--- src/rtl/axis_threshold_calibrator_if.sv ---
// AXI-Stream sample bus between a data source and the threshold calibrator.
// tready is driven by the calibrator; the source drives tvalid/tdata.
interface axis_threshold_calibrator_if #(
  parameter int W = 32
);
  logic         tvalid;
  logic [W-1:0] tdata;
  logic         tready;

  modport master (
    output tvalid,
    output tdata,
    input  tready
  );

  modport slave (
    input  tvalid,
    input  tdata,
    output tready
  );
endinterface

--- src/rtl/axis_threshold_calibrator.sv ---
// Min/max acquisition over a sample window; derives centered thresholds
// with span-proportional hysteresis for a downstream position tracker.
module axis_threshold_calibrator #(
  parameter  int S_AXIS_TDATA_WIDTH = 32,
  parameter  int WINDOW_LOG         = 10,
  parameter  int HYST_SHIFT         = 3,
  localparam int H                  = S_AXIS_TDATA_WIDTH / 2
) (
  input  logic                 aclk,
  input  logic                 areset,
  input  logic                 start,
  input  logic                 abort,
  input  logic                 continuous,
  input  logic [H-1:0]         min_span,
  axis_threshold_calibrator_if.slave S_AXIS,
  output logic signed [H-1:0]  lower_threshold,
  output logic signed [H-1:0]  upper_threshold,
  output logic                 thresholds_valid,
  output logic                 tracker_aresetn,
  output logic                 busy,
  output logic                 done,
  output logic                 error
);

  typedef enum logic [1:0] {
    S_IDLE,
    S_ACQ,
    S_COMP
  } state_t;

  localparam logic signed [H-1:0] C_POS = {1'b0, {(H-1){1'b1}}};
  localparam logic signed [H-1:0] C_NEG = {1'b1, {(H-1){1'b0}}};

  state_t                r_state;
  logic [WINDOW_LOG-1:0] r_cnt;
  logic signed [H-1:0]   r_min;
  logic signed [H-1:0]   r_max;
  logic [H-1:0]          r_lower;
  logic [H-1:0]          r_upper;
  logic                  r_valid;
  logic                  r_done;
  logic                  r_err;

  logic signed [H-1:0]   w_a;
  logic [H:0]            w_span;
  logic signed [H:0]     w_sum;
  logic signed [H:0]     w_center;
  logic [H:0]            w_hyst;
  logic [H:0]            w_lo;
  logic [H:0]            w_hi;
  logic                  w_ok;
  logic                  w_unused_b;

  assign w_a        = S_AXIS.tdata[H-1:0];
  assign w_unused_b = ^S_AXIS.tdata[S_AXIS_TDATA_WIDTH-1:H];

  // Window statistics, widened one bit so span and sum never overflow.
  assign w_span   = {r_max[H-1], r_max} - {r_min[H-1], r_min};
  assign w_sum    = {r_max[H-1], r_max} + {r_min[H-1], r_min};
  assign w_center = w_sum >>> 1;
  assign w_hyst   = w_span >> HYST_SHIFT;
  assign w_lo     = w_center - w_hyst;
  assign w_hi     = w_center + w_hyst;
  assign w_ok     = w_span >= {1'b0, min_span};

  assign S_AXIS.tready    = 1'b1;
  assign lower_threshold  = r_lower;
  assign upper_threshold  = r_upper;
  assign thresholds_valid = r_valid;
  assign tracker_aresetn  = r_valid;
  assign busy             = (r_state != S_IDLE);
  assign done             = r_done;
  assign error            = r_err;

  // Calibration FSM: acquire a window, evaluate it, apply or reject.
  always_ff @(posedge aclk) begin
    if (areset) begin
      r_state <= S_IDLE;
      r_cnt   <= '0;
      r_min   <= C_POS;
      r_max   <= C_NEG;
      r_lower <= '0;
      r_upper <= '0;
      r_valid <= 1'b0;
      r_done  <= 1'b0;
      r_err   <= 1'b0;
    end else begin
      r_done <= 1'b0;
      r_err  <= 1'b0;
      unique case (r_state)
        S_IDLE: begin
          if (start) begin
            r_state <= S_ACQ;
            r_cnt   <= '0;
            r_min   <= C_POS;
            r_max   <= C_NEG;
          end
        end
        S_ACQ: begin
          if (abort) begin
            r_state <= S_IDLE;
          end else if (S_AXIS.tvalid) begin
            r_cnt <= r_cnt + 1'b1;
            if (w_a < r_min) r_min <= w_a;
            if (w_a > r_max) r_max <= w_a;
            if (r_cnt == '1) r_state <= S_COMP;
          end
        end
        S_COMP: begin
          if (abort) begin
            r_state <= S_IDLE;
          end else begin
            if (w_ok) begin
              r_lower <= w_lo[H-1:0];
              r_upper <= w_hi[H-1:0];
              r_valid <= 1'b1;
              r_done  <= 1'b1;
            end else begin
              r_err <= 1'b1;
            end
            if (continuous) begin
              r_state <= S_ACQ;
              r_cnt   <= '0;
              r_min   <= C_POS;
              r_max   <= C_NEG;
            end else begin
              r_state <= S_IDLE;
            end
          end
        end
        default: r_state <= S_IDLE;
      endcase
    end
  end

endmodule
--- src/flat_wrapper.sv ---
// flat-port wrapper written by rule: the top's interface ports become plain ports
module axis_threshold_calibrator_flat 
#(
  parameter  int S_AXIS_TDATA_WIDTH = 32,
  parameter  int WINDOW_LOG         = 10,
  parameter  int HYST_SHIFT         = 3,
  localparam int H                  = S_AXIS_TDATA_WIDTH / 2
)
  (aclk, areset, start, abort, continuous, min_span, lower_threshold, upper_threshold, thresholds_valid, tracker_aresetn, busy, done, error, S_AXIS_tvalid, S_AXIS_tdata, S_AXIS_tready);
  axis_threshold_calibrator_if S_AXIS_i ();
  input  logic aclk;
  input  logic areset;
  input  logic start;
  input  logic abort;
  input  logic continuous;
  input  logic [H-1:0] min_span;
  output logic signed [H-1:0] lower_threshold;
  output logic signed [H-1:0] upper_threshold;
  output logic thresholds_valid;
  output logic tracker_aresetn;
  output logic busy;
  output logic done;
  output logic error;
  input wire logic [$bits(S_AXIS_i.tvalid)-1:0] S_AXIS_tvalid;
  input wire logic [$bits(S_AXIS_i.tdata)-1:0] S_AXIS_tdata;
  output wire logic [$bits(S_AXIS_i.tready)-1:0] S_AXIS_tready;
  assign S_AXIS_i.tvalid = S_AXIS_tvalid;
  assign S_AXIS_i.tdata = S_AXIS_tdata;
  assign S_AXIS_tready = S_AXIS_i.tready;
  axis_threshold_calibrator #(.S_AXIS_TDATA_WIDTH(S_AXIS_TDATA_WIDTH), .WINDOW_LOG(WINDOW_LOG), .HYST_SHIFT(HYST_SHIFT)) u_core (.aclk(aclk), .areset(areset), .start(start), .abort(abort), .continuous(continuous), .min_span(min_span), .S_AXIS(S_AXIS_i), .lower_threshold(lower_threshold), .upper_threshold(upper_threshold), .thresholds_valid(thresholds_valid), .tracker_aresetn(tracker_aresetn), .busy(busy), .done(done), .error(error));
endmodule
--- config.mk ---
export PLATFORM = sky130hd
export DESIGN_NAME = axis_threshold_calibrator_flat
export DESIGN_NICKNAME = d
export VERILOG_FILES = /design/src/rtl/axis_threshold_calibrator_if.sv /design/src/rtl/axis_threshold_calibrator.sv /design/src/flat_wrapper.sv
export SDC_FILE = /design/constraint.sdc
export NUM_CORES = 1
export LEC_CHECK = 0
export CORE_ASPECT_RATIO = 1.75
export CORE_UTILIZATION = 41
export DETAILED_ROUTE_END_ITERATION = 6
export SLEW_MARGIN = 20
export SYNTH_ARGS = -nofsm -noshare
export SYNTH_HDL_FRONTEND = slang
export SYNTH_SLANG_ARGS = --single-unit
export TNS_END_PERCENT = 50
--- constraint.sdc ---
create_clock -name aclk -period 11.6 [get_ports aclk]
set_input_delay 2.32 -clock aclk [delete_from_list [all_inputs] [get_ports aclk]]
set_output_delay 2.32 -clock aclk [all_outputs]
set_load 0.03 [all_outputs]
; ---- Word-level counts from Yosys, hierarchy flattened
; Cells that the tools add are included.
[totals]
latchBits = 0
in_bits = 54
mem_count = 0
ram_bits = 0
out_inout_bits = 38
word_cells = 69
romBits = 0
reg_bits = 79
[classes]
n_div = 0
bitwise_logic = 2
n_addsub = 5
n_mux = 29
eq_ne = 12
reduce_logical = 9
shifts = 0
n_mul = 0
n_lt_le_gt_ge = 3
[op_table]
columns = operator, count
row1 = two-way mux 16 bit, 12
row2 = case mux 16 bit (3 select lines), 2
row3 = two-way mux 10 bit, 5
row4 = case mux 10 bit (3 select lines), 1
row5 = adder 16 x 16 -> 17 bit, 1
row6 = greater-or-equal comparator 17 x 16 -> 1 bit, 1
row7 = subtractor 16 x 16 -> 17 bit, 1
row8 = adder 16 x 15 -> 16 bit, 1
row9 = > comparator 16 bit, 1
row10 = less-than comparator 16 bit, 1
row11 = subtractor 16 x 15 -> 16 bit, 1
row12 = AND reduction 7 bit, 2
row13 = "adder 10 x 1 -> 10 bit, second input constant", 1
row14 = "equality test 10 bit, second input constant", 1
row15 = two-way mux 2 bit, 5
row16 = "inequality test 2 bit, second input constant", 5
row17 = case mux 2 bit (3 select lines), 1
row18 = AND reduction 3 bit, 2
row19 = AND reduction 6 bit, 1
row20 = "inequality test 2 x 1 -> 1 bit, second input constant", 2
row21 = two-way mux 1 bit, 3
row22 = "inequality test 3 x 2 -> 1 bit, second input constant", 1
row23 = "inequality test 3 bit, second input constant", 1
row24 = nonzero test 3 bit, 1
row25 = 6 further kinds, 7

; ---- Depth between registers and ports, before layout
[depth]
depth_word = 5
mapped_depth = 23
mapped_depth_nobuf = 21

; ---- Worst setup path after synthesis
; Ideal clock, no wire load.
[synth_path]
path_type = input -> register
from = input port S_AXIS_tdata[1]
to = register u_core.r_max[15]
n_path_buf = 2
cell_stages = 12
setup_time_ns = 0.127
path_slack_ns = 7.088
required_ns = 11.473
t_arrival_ns = 4.385
path_cell_list = ha_1 > nor2b_1 > o21a_1 > o21a_1 > o211ai_1 > a21oi_1 > and4bb_1 > mux2i_1 > o21ba_1 > buf_2 > buf_2 > a22oi_1
[synth_via]
elab_chain_cells = 3
[synth_rtl]
columns = element, line_no
row1 = start: declaration, flat_wrapper.sv:25  ; input wire logic [$bits(S_AXIS_i.tdata)-1:0] S_AXIS_tdata;
row2 = > comparator 16 bit, axis_threshold_calibrator.sv:105  ; if (w_a > r_max) r_max <= w_a;
row3 = inequality test 2 x 1 -> 1 bit (no line), --
row4 = AND reduction 7 bit (no line), --
row5 = end signal: assignment, axis_threshold_calibrator.sv:105
row6 = end: declaration, axis_threshold_calibrator.sv:37  ; logic signed [H-1:0] r_max;
; No other way between the ends.
; A chain may end at the register's enable or synchronous reset.

; ---- Worst setup path after layout
[layout_path]
from = register u_core.r_min[1]
to = register u_core.r_lower[7], in the netlist u_core.lower_threshold[7]
[layout_via]
elab_chain_cells = 3
elab_cells_between_ends = 5
cone_classes = 3 x add/sub / 1 x order compare / 1 x reduce/logical
[layout_rtl]
columns = element, line_no
row1 = start: declaration, axis_threshold_calibrator.sv:36  ; logic signed [H-1:0] r_min;
row2 = start signal: assignment, axis_threshold_calibrator.sv:104  ; if (w_a < r_min) r_min <= w_a;
row3 = subtractor 16 x 16 -> 17 bit, axis_threshold_calibrator.sv:58  ; assign w_span = {r_max[H-1], r_max} - {r_min[H-1], r_min};
row4 = greater-or-equal comparator 17 x 16 -> 1 bit, axis_threshold_calibrator.sv:64  ; assign w_ok = w_span >= {1'b0, min_span};
row5 = AND reduction 3 bit (no line), --
row6 = end signal: assignment, axis_threshold_calibrator.sv:114  ; r_lower <= w_lo[H-1:0];
row7 = end: declaration, axis_threshold_calibrator.sv:38  ; logic [H-1:0] r_lower;
; Several ways; a longest one is shown, not always the timed one.

==> summary.txt <==
GRT
  – First-pass GRT wire length: 26250 um
  – Antenna violations before repair: 0
  – Largest net degree at the start of global routing: 47
  – Vias in the first global route: 5765
  – Global route total overflow: 0
  – Gr usage total: 19.37%

Timing
  – RSZ-0062 raised after global routing: false
  – Fmax: 187.6 MHz
  – Worst Tran Pin Value: 933.0 ps
  – Fin Clk Skew: 12.48 ps
  – Max Slew Vio Count: 0
  – Setup TNS: 0 ps
  – Max-slew headroom: 37.80%
  – Fin worst setup slack: 6268 ps
  – # setup viols final: 0
  – Final Critical Period: 5332 ps
  – Final Hold Fails: 0
  – Final period util: 45.96%

Die
  – DIE WIDTH: 99.23 um
  – CORE AREA: 16030 sq um
  – Io pins: 92
  – Core Rows: 61
  – Die Ht: 172.2 um
  – Initial core utilization: 42.32%
  – Die ar.: 17080 sq um

Routing
  – 1st-pass router iterations: 4
  – ANT nets after route: 0
  – DRT Wirelength: 15610 um
  – Per-cell routed wire length: 15.09 um
  – Initial DRC Count: 224
  – Via count: 5586
  – DRC: 0
  – Via density per instance: 5.402

Pwr
  – Total power: 829.8 uW
  – Psw: 283.9 uW
  – Pint: 545.9 uW
  – Switching share of power: 34.21%
  – Max IR drop VDD: 0.00006314 V
  – PD cells: 106.0 nW/um^2
  – Sequential share of power: 33.4%
  – Clock power frac: 32.3%
  – Combinational share of power: 34.3%
  – Leakage: 0.003487 uW

Setup path
  – Crit end category: flop
  – R2R Path End: u_core.lower_threshold[7]
  – RR Startpoint: u_core.r_min[1]
  – Flop2flop setup slack: 6270 ps
  – Worst stage delay on the critical path: 660 ps
  – Buf/Inv on CP: 2
  – Kind of critical path: reg -> reg
  – Levels on crit path: 22
  – Critical-path maximum fanout: 46
  – Crit start category: flop
  – Slowest cell on crit path: a2111oi_0
  – Critical path's top delay family: compound AO/OA/AOI/OAI gates
  – Worst R2R Path Depth: 22
  – Worst EP arrival: 5520 ps
  – Critical-path cell list: inv_1 -> ha_1 -> nor2b_1 -> o21ai_1 -> a21boi_1 -> o21ai_0 -> a21oi_1 -> a2111oi_0 -> nor2_1 -> a21oi_1 -> xnor2_1 -> ha_1 -> nand4_1 -> nor2_1 -> a221o_1 -> a21o_1 -> a21oi_1 -> nand3_1 -> nor3b_4 -> buf_4 -> mux2i_1 -> nor2_1
  – Worst endpoint required time: 11790 ps

Layout
  – Most frequent cells in the layout: ha_1 (108), nor2_1 (86), inv_1 (78), dfxtp_1 (78), clkdlybuf4s50_1 (73)
  – Most common cell after layout, fill and taps aside: ha_1
  – Layout cell share with drive strength beyond 1: 5.799%
  – Area growth from synthesis to layout: 15.44%
  – Antenna Cells: 0
  – Final Net Count: 1006
  – Final non-filler cell total: 1034

Logic synthesis
  – Ys async rst share: 0%
  – Synth Flop Type: dfxtp_1
  – Seq/Total Area, Yosys: 23.02%
  – Synthesized instance count: 790
  – Mapped Avg Cell Area: 8.586 sq um
  – Number of distinct library cells after synthesis: 69
  – Synthesized area: 6783 sq um
  – Ys Warns: 0
  – Synth Net Count: 956
  – Flops & latches, synth: 78
  – Post-synth EDFFs: 0

Clock tree
  – Post-CTS Setup Repair Bufs: 0
  – Worst skew pair latency: 340 ps
  – Clk sinks: 78
  – CTS Buf Count: 9
  – Clock Path Buffers: 2
  – Hold-fix buffers at CTS: 0
  – Clock root cell: clkbuf_16
  – CTS clk-pin slew, worst paths: 70 ps
  – CTS tree: built
  – H-tree depth: 3
  – Cts repair resizes: 0

Job
  – Max_cap viols: 0

Place
  – Hpwl dp: 12970 um
  – Number of I/O port buffers: 74
  – Placed cell count: 1018
  – GP Congestion: 0.8903
  – DP Worst Slack: 5962 ps

Min path
  – Hold Crit Depth: 2
  – HP Start: u_core.lower_threshold[15]
  – Path type of the worst min-delay path: reg -> reg
  – Endpoint, Worst Hold: u_core.lower_threshold[15]

Run status
  – Status: completed
registers in the layout, summed over array words and instances, names as in the netlist:
name	flops
u_core.upper_threshold	15
u_core.r_state	2
u_core.r_min	16
u_core.r_cnt	10
u_core.done	1
u_core.lower_threshold	16
u_core.error	1
u_core.thresholds_valid	1
u_core.r_max	16
cell usage after synthesis, types with 6 or more instances:
cell type  instances  area, sq um
nand2b_1          16        100.1
a22o_1            15        131.4
dfxtp_1           78         1562
clkbuf_1          15        56.30
a21o_1            22        165.2
ha_1             108         1351
nand4_1           12        75.07
xor2_1            20        175.2
nand3b_1           6        45.04
o31ai_1            6        45.04
o21ai_0           16        80.08
nand3_1            8        40.04
or3_1              9        56.30
a211oi_2          11        137.6
nor2b_1           14        87.58
xnor2_1           40        350.3
buf_6              6        67.56
nand2_1           25        93.84
inv_1             78        292.8
buf_4              8        60.06
mux2i_1           20        200.2
nor3_1            12        60.06
o22a_1            15        131.4
buf_2              7        35.03
o21a_1             6        45.04
a21oi_1           51        255.2
nor2_1            86        322.8
layer usage:
metal  up-vias  wire (um)  GRT usage, %
met3        32        315         2.789
met4         0        559         9.591
li1       2862          -             -
met5         -          0             0
met1      2599       6271         19.91
met2        93       8462         37.62
stage by stage:
stage          instance area [sq um]  utilization (%)  hold WS [ps]
2_1_floorplan                   6783                -         453.9
6_report                        7830            48.85         468.1
5_1_grt                         7830            48.85         512.2
3_3_place_gp                    7550            47.10         458.0
4_1_cts                         7830            48.85         470.1
3_5_place_dp                    7550            47.10         458.9
power groups by stage:
stage	clock network, uW	logic (uW)	registers [uW]
global route	289	316	278
global placement	0	281	283
finish	268	284	277
detailed placement	0	284	283
CTS	278	286	277
floorplan	0	213	287
area by class of cell:
| class | instances | area, sq um |
|---|---|---|
| Sequential cell | 78 | 1562 |
| Multi-Input combinational cell | 598 | 4716 |
| Clock inverter | 7 | 55.05 |
| Tap cell | 189 | 236.5 |
| Inverter | 78 | 292.8 |
| Fill cell | 1561 | 8198 |
| Timing Repair Buffer | 75 | 743.2 |
| Clock buffer | 9 | 225.2 |
cell families (layout without fill, tap and decap cells):
logic type / after synthesis / in the layout / synth area share (%)
XOR/XNOR: 60 / 60 / 7.748
AND/OR/NAND/NOR: 213 / 213 / 16.18
multiplexers: 20 / 20 / 2.951
AO/OA/AOI/OAI: 192 / 192 / 21.40
buffers and inverters: 114 / 169 / 7.545
adder cells (fa/ha/maj): 112 / 112 / 21.10
other: 1 / 1 / 0.05529
flip-flops: 78 / 78 / 23.02
how the worst max path moves through the flow:
stage	startpoint	end	slack [ps]
after global routing	u_core.r_min[1]	u_core.lower_threshold[5]	5800
after floorplan	S_AXIS_tdata[1]	u_core.r_max[15]	7090
after global placement	S_AXIS_tdata[15]	u_core.r_max[15]	6050
final	u_core.r_min[1]	u_core.lower_threshold[7]	6270
after detailed placement	S_AXIS_tdata[15]	u_core.r_max[15]	5960
after CTS	u_core.r_min[1]	u_core.lower_threshold[5]	6210
worst min-delay path, cell delays in order, from the launching register on:
cell and delay [ps]:
dfxtp_1 310, nand2b_1 60, a21oi_1 50
No activity file was read; power rests on OpenSTA's default activity.
